--- config.mk ---
export PLATFORM = sky130hd
export DESIGN_NAME = fmul_pipe_ctrl
export DESIGN_NICKNAME = d
export VERILOG_FILES = /design/src/rtl/fmul_pipe_ctrl.sv
export SDC_FILE = /design/constraint.sdc
export NUM_CORES = 1
export LEC_CHECK = 0
export CORE_AREA = 3 3 109 111
export DETAILED_ROUTE_END_ITERATION = 16
export DIE_AREA = 0 0 112 114
export GPL_TIMING_DRIVEN = 0
export HOLD_SLACK_MARGIN = 0.03
export MAX_ROUTING_LAYER = met4
export PLACE_DENSITY = 0.71
export SLEW_MARGIN = 5
export SYNTH_ARGS = -nofsm -noshare
export SYNTH_HDL_FRONTEND = slang
export SYNTH_SLANG_ARGS = --single-unit
export TNS_END_PERCENT = 20
--- constraint.sdc ---
create_clock -name clk -period 1.9 [get_ports clk]
set_input_delay 0.285 -clock clk [delete_from_list [all_inputs] [get_ports clk]]
set_output_delay 0.285 -clock clk [all_outputs]
set_load 0.01 [all_outputs]
--- src/rtl/fmul_pipe_ctrl.sv ---
// fmul_pipe_ctrl: front-end arbiter and pipeline control for a 3-stage
// single-precision multiplier. Two requesters share the multiplier through a
// round-robin grant. The datapath stages live outside this block and are
// clocked by en_ma/en_an. This block tracks per-stage valid bits and the
// src/tag sideband, and owns the registered result.
module fmul_pipe_ctrl #(
  parameter int TAG_W = 4
) (
  input  logic             clk,
  input  logic             clrn,
  input  logic             req0_valid,
  input  logic             req1_valid,
  input  logic [31:0]      req0_a,
  input  logic [31:0]      req0_b,
  input  logic [31:0]      req1_a,
  input  logic [31:0]      req1_b,
  input  logic [TAG_W-1:0] req0_tag,
  input  logic [TAG_W-1:0] req1_tag,
  output logic             req0_ready,
  output logic             req1_ready,
  output logic [31:0]      mul_a,
  output logic [31:0]      mul_b,
  output logic             en_ma,
  output logic             en_an,
  input  logic             flush,
  input  logic [31:0]      norm_q,
  output logic             out_valid,
  input  logic             out_ready,
  output logic [31:0]      out_q,
  output logic             out_src,
  output logic [TAG_W-1:0] out_tag,
  output logic             busy
);

  logic             r_v1, r_v2, r_v3;
  logic             r_src1, r_src2, r_src3;
  logic [TAG_W-1:0] r_tag1, r_tag2, r_tag3;
  logic [31:0]      r_q;
  // Index of the requester granted most recently; reset to 1 so that
  // requester 0 wins the first contested cycle.
  logic             r_last;

  logic w_stall;
  logic w_gnt0, w_gnt1;
  logic w_accept;
  logic w_sel;

  // The whole pipeline freezes only when a result is waiting and nobody takes it.
  assign w_stall = r_v3 & ~out_ready;

  // Round-robin grant. It is suppressed while stalled or flushing.
  always_comb begin
    w_gnt0 = 1'b0;
    w_gnt1 = 1'b0;
    if (!w_stall && !flush) begin
      if (req0_valid && req1_valid) begin
        if (r_last) w_gnt0 = 1'b1;
        else        w_gnt1 = 1'b1;
      end else if (req0_valid) begin
        w_gnt0 = 1'b1;
      end else if (req1_valid) begin
        w_gnt1 = 1'b1;
      end
    end
  end

  assign w_accept   = w_gnt0 | w_gnt1;
  // With no grant, the mux keeps pointing at the last winner so operands are never X.
  assign w_sel      = w_gnt1 | (~w_gnt0 & r_last);
  assign req0_ready = w_gnt0;
  assign req1_ready = w_gnt1;
  assign mul_a      = w_sel ? req1_a : req0_a;
  assign mul_b      = w_sel ? req1_b : req0_b;
  assign en_ma      = ~w_stall;
  assign en_an      = ~w_stall;

  // The priority pointer moves only on a real accept.
  always_ff @(posedge clk or negedge clrn) begin
    if (!clrn)         r_last <= 1'b1;
    else if (w_accept) r_last <= w_gnt1;
  end

  // Stage valid bits: flush beats stall; otherwise shift together when not stalled.
  always_ff @(posedge clk or negedge clrn) begin
    if (!clrn) begin
      r_v1 <= 1'b0;
      r_v2 <= 1'b0;
      r_v3 <= 1'b0;
    end else if (flush) begin
      r_v1 <= 1'b0;
      r_v2 <= 1'b0;
      r_v3 <= 1'b0;
    end else if (!w_stall) begin
      r_v1 <= w_accept;
      r_v2 <= r_v1;
      r_v3 <= r_v2;
    end
  end

  // Sideband and result shift in lockstep with the valid bits; the result loads only from a valid stage.
  always_ff @(posedge clk or negedge clrn) begin
    if (!clrn) begin
      r_src1 <= 1'b0;
      r_src2 <= 1'b0;
      r_src3 <= 1'b0;
      r_tag1 <= '0;
      r_tag2 <= '0;
      r_tag3 <= '0;
      r_q    <= '0;
    end else if (!flush && !w_stall) begin
      r_src1 <= w_gnt1;
      r_tag1 <= w_gnt1 ? req1_tag : req0_tag;
      r_src2 <= r_src1;
      r_tag2 <= r_tag1;
      r_src3 <= r_src2;
      r_tag3 <= r_tag2;
      if (r_v2) r_q <= norm_q;
    end
  end

  assign out_valid = r_v3;
  assign out_q     = r_q;
  assign out_src   = r_src3;
  assign out_tag   = r_tag3;
  assign busy      = r_v1 | r_v2 | r_v3;

endmodule

# Word level (Yosys, flattened, before mapping)
# Index checks and enable logic that the tools add are counted.
# classes
n_reduce_logical,5
n_mux,18
eq_ne,1
n_bitwise,9
# op_table
cell,count
2-to-1 mux 32 bit,2
2-to-1 mux 1 bit,15
2-to-1 mux 4 bit,1
OR 1 bit,4
inverter 1 bit,3
AND 1 bit,2
logical AND 1 bit,2
zero test 1 bit,2
inequality test 2 bit (second input constant),1
AND reduction 2 bit,1
# totals
reg_bits,51
out_inout_bits,107
elab_cells,44
input_bits,174

# Logic depth before layout (Yosys ltp)
# logic_depth
depth_word,9
depth_mapped,7
mapped_depth_nobuf,5

# Worst setup path before layout
# OpenSTA, ideal clock, no wires.
# synth_timing
path_type,flip-flop to output port
from,reg r_v3 (netlist: out_valid)
to,out mul_a[13]
required_time_ps,1615
slack_ps,60
path_buffers,2
path_stages_with_launch,8
arrival_ps,1555
cell_sequence,dfrtp_1 -> nor2b_4 -> inv_2 -> nand3b_2 -> a22oi_2 -> buf_6 -> buf_8 -> mux2_4
# synth_via
elab_chain_len,8
elab_cells_between_ends,9
classes_between,mux (3); bitwise (4); reduce/logical (2)
# synth_lines
element,line,rtl
"start, declared",35,"logic r_v1, r_v2, r_v3;"
"start signal, assigned",96,r_v3 <= r_v2;
AND 1 bit *,49,assign w_stall = r_v3 & ~out_ready;
zero test 1 bit *,55,if (!w_stall && !flush) begin
logical AND 1 bit *,55,
2-to-1 mux 1 bit,55,
inverter 1 bit,69,assign w_sel = w_gnt1 | (~w_gnt0 & r_last);
AND 1 bit,69,
OR 1 bit *,69,
2-to-1 mux 32 bit *,72,assign mul_a = w_sel ? req1_a : req0_a;
"end, declared",21,"output logic [31:0] mul_a,"
# Mark *: on every way between the ends. The rest lies on a longest branch, timed or not.

# Worst setup path after layout
# layout_timing
from,in req0_valid
to,out mul_b[15]
# layout_via
elab_chain_len,7
elab_cells_between_ends,11
classes_between,mux (7); bitwise (3); reduce/logical (1)
# layout_lines
element,line,rtl
"start, declared",11,"input logic req0_valid,"
2-to-1 mux 1 bit or logical AND 1 bit (tied branches),"59, 56",
2-to-1 mux 1 bit,56,if (req0_valid && req1_valid) begin
2-to-1 mux 1 bit,55,
inverter 1 bit,69,
AND 1 bit,69,
OR 1 bit *,69,
2-to-1 mux 32 bit *,73,assign mul_b = w_sel ? req1_b : req0_b;
"end, declared",22,"output logic [31:0] mul_b,"
# Marks and branches as above.

==> results.sh <==
export IMPL_status="complete, but fails checks"
export IMPL_violations="setup timing"
export IMPL_antenna_found_initial=3
export IMPL_die_w_um=112
export IMPL_grt_ovfl_total=0
export IMPL_ys_seq_area_share_pct=40.9
export IMPL_power_density_nw_per_um2=778
export IMPL_fin_crit_ns=2.41
export IMPL_cts_buffers=5
export IMPL_layout_drive_gt1_share_pct=43.9
export IMPL_cap_viol_max_count=0
export IMPL_crit_path_cell_trace="clkdlybuf4s50_1 -> nand3b_4 -> a22oi_2 -> buf_6 -> buf_12 -> buf_8 -> buf_12 -> mux2_4 -> buf_6"
export IMPL_die_h_um=114
export IMPL_grt_pass1_wl_mm=19.2
export IMPL_vias=2898
export IMPL_synth_top_family_by_area="multiplexers"
export IMPL_critPathLaunch="req0_valid"
export IMPL_grt_max_degree=30
export IMPL_dr_first_iter_drc_count=87
export IMPL_stdcell_area_sq_um=6760
export IMPL_grt_pass1_vias=3243
export IMPL_viasPerCell=4.39
export IMPL_row_count=38
export IMPL_synthMuxAreaShare_pct=49.4
export IMPL_ir_drop_mv=0.491
export IMPL_fin_nets=690
export IMPL_routabilityCongestion=0.874
export IMPL_rsz0062_at_grt="yes"
export IMPL_synthAdderAreaFrac_pct=0
export IMPL_hold_viol_final=0
export IMPL_reg2reg_from="out_valid$_DFFE_PN0P_"
export IMPL_synth_compound_area_share_pct=1.44
export IMPL_track_usage_pct=20.1
export IMPL_clockRootBuffer="clkbuf_8"
export IMPL_finalWirelength_mm=13.2
export IMPL_r2r_slack_ns=0.27
export IMPL_crit_type="input port to output port"
export IMPL_drc_errors=0
export IMPL_worstPathArrival_ns=2.12
export IMPL_hp_class="input port to register"
export IMPL_place_hpwl_mm=10.9
export IMPL_dpl_worst_slack_ns=-0.946
export IMPL_start_util_pct=28.7
export IMPL_r2r_end="out_q[7]$_DFFE_PN0P_"
export IMPL_synthXorXnorAreaFrac_pct=0
export IMPL_routedWlPerCell_um=20.0
export IMPL_max_slew_margin_rel_pct=62.2
export IMPL_clock_latency_ns=0.30
export IMPL_syn_inst=204
export IMPL_p_leak_nw=3.07
export IMPL_cp_endpoint="mul_b[15]"
export IMPL_cts_sink_count=51
export IMPL_max_freq_mhz=416
export IMPL_final_cell_mix="209 x clkdlybuf4s50_1, 93 x mux2_4, 67 x buf_6"
export IMPL_drtPass1Iterations=4
export IMPL_fp_dieArea_sq_um=12800
export IMPL_cts_tree="yes"
export IMPL_mostFrequentLayoutCell="clkdlybuf4s50_1"
export IMPL_setup_viol=65
export IMPL_synthSimpleGateAreaFrac_pct=3.33
export IMPL_clk_pin_slew_worst_paths_ns=0.10
export IMPL_syn_area_sq_um=3120
export IMPL_crit_required_ns=1.62
export IMPL_num_io_pins=281
export IMPL_worstMarginPinSlew_ns=0.567
export IMPL_r2r_cells=6
export IMPL_synth_seq_cells=51
export IMPL_finalCritPeriodShare_pct=127
export IMPL_final_max_slew_viol_count=0
export IMPL_syn_area_per_cell_sq_um=15.3
export IMPL_crit_path_top_delay_cell="clkdlybuf4s50_1"
export IMPL_placed_area_sq_um=6110
export IMPL_clock_path_buffers=2
export IMPL_synth_fp_nets=378
export IMPL_end_kind="output port"
export IMPL_final_setup_worst_slack_ns=-0.505
export IMPL_synth_cell_types=24
export IMPL_worstSetupStartpointType="input port"
export IMPL_finalClockSkew_ns=0.00928
export IMPL_area_growth_syn_to_layout_pct=117
export IMPL_core_sq_um=10900
export IMPL_io_buffers=280
export IMPL_path_max_fanout=5
export IMPL_p_total_w=0.00526
export IMPL_critPathMaxStageDelay_ns=0.59
export IMPL_ys_warnings_count=0
export IMPL_ant_nets=0
export IMPL_htree_levels=2
==> stage by stage <==
step / instances / util [%] / hold WS [ns] / setup TNS (ns)
4_1_cts: 654 / 61.8 / 0.428 / -33.24
2_1_floorplan: 204 / - / -0.0106 / 0
5_1_grt: 660 / 62.1 / 0.466 / -36.77
3_5_place_dp: 625 / 56.2 / 0.307 / -63.53
3_3_place_gp: 624 / 56.0 / 0.484 / -105.82
6_report: 660 / 62.1 / 0.452 / -28.49
==> state kept, by name, summed over array words and instances, names as in the netlist <==
name and flops:
r_last 1, r_tag1 4, out_tag 4, r_src1 1, out_valid 1, r_src2 1
r_v1 1, r_v2 1, out_q 32, out_src 1, r_tag2 4
==> logic make-up after synthesis <==
group           count (synthesis)
flops                          51
simple gates                   19
buf+inv                        16
compound gates                  7
mux                           111
==> layer usage <==
metal / vias up / part of all wire [%] / global-route usage (%)
li1: 1361 / - / -
met1: 1399 / 37 / 22.2
met2: 132 / 55 / 37.4
met3: 6 / 7.3 / 5.04
met4: 0 / 0.70 / 3.21
met5: - / 0 / -
==> synth_stat cells <==
master / count / share of area (%)
mux2_2: 28 / 10
inv_1: 1 / 0.12
dfrtp_1: 50 / 40
mux2i_1: 4 / 1.3
nor2b_4: 1 / 0.44
nand3b_2: 1 / 0.36
nor2_2: 1 / 0.20
nor2b_1: 1 / 0.20
buf_6: 4 / 1.4
clkbuf_1: 1 / 0.12
inv_2: 1 / 0.12
nand2_1: 2 / 0.24
nor3_1: 2 / 0.32
mux2_4: 79 / 38
buf_2: 3 / 0.48
dfstp_2: 1 / 0.84
a22oi_2: 1 / 0.40
or3_1: 1 / 0.20
a21boi_1: 1 / 0.24
a21oi_1: 5 / 0.80
nor2_1: 8 / 0.96
and2_1: 2 / 0.40
buf_4: 1 / 0.24
buf_8: 5 / 2.4
==> worst min path at each step <==
| stage | start | endpoint | slack [ns] | depth (start not counted) |
|---|---|---|---|---|
| finish | flush | r_v2$_DFFE_PN0P_ | 0.45 | 2 |
| detailed placement | clrn | out_q[5]$_DFFE_PN0P_ | 0.31 | 1 |
| global route | flush | r_v2$_DFFE_PN0P_ | 0.47 | 2 |
| CTS | flush | r_v2$_DFFE_PN0P_ | 0.43 | 2 |
| floorplan | clrn | out_q[0]$_DFFE_PN0P_ | -0.01 | 0 |
| global placement | r_tag2[2]$_DFFE_PN0P_ | r_tag2[2]$_DFFE_PN0P_ | 0.48 | 1 |
==> critical path, delay by kind of cell <==
family                 cells  cell delay, ns
buffers and inverters      6            1.22
multiplexers               1            0.31
AO/OA/AOI/OAI              1            0.20
AND/OR/NAND/NOR            1            0.10
==> power by group <==
| group | switching, W | leakage [nW] | internal (W) |
|---|---|---|---|
| logic | 0.00100 | 2.42 | 0.00213 |
| clock network | 0.000379 | 0.0463 | 0.000271 |
| registers | 0.000145 | 0.601 | 0.00134 |
| total | 0.00152 | 3.07 | 0.00374 |
==> what timing repair did <==
action                     in CTS  in global routing
hold buffers                    1                  0
setup endpoints to repair      66                 66
buffers inserted               15                  3
cloned                          5                  0
pin swaps                       1                  2
hold endpoints to repair       21                  0
gates resized for setup       367                  8
==> final cells by class <==
type,instances,area (sq um)
Fill cell,912,4130
Timing Repair Buffer,305,3250
Multi-Input combinational cell,137,1760
Sequential cell,51,1280
Buffer,14,190
Tap cell,140,175
Clock buffer,5,68.8
Clock inverter,3,27.5
Inverter,2,7.51
Antenna cell,3,7.51
Power figures use the tool's default switching activity.
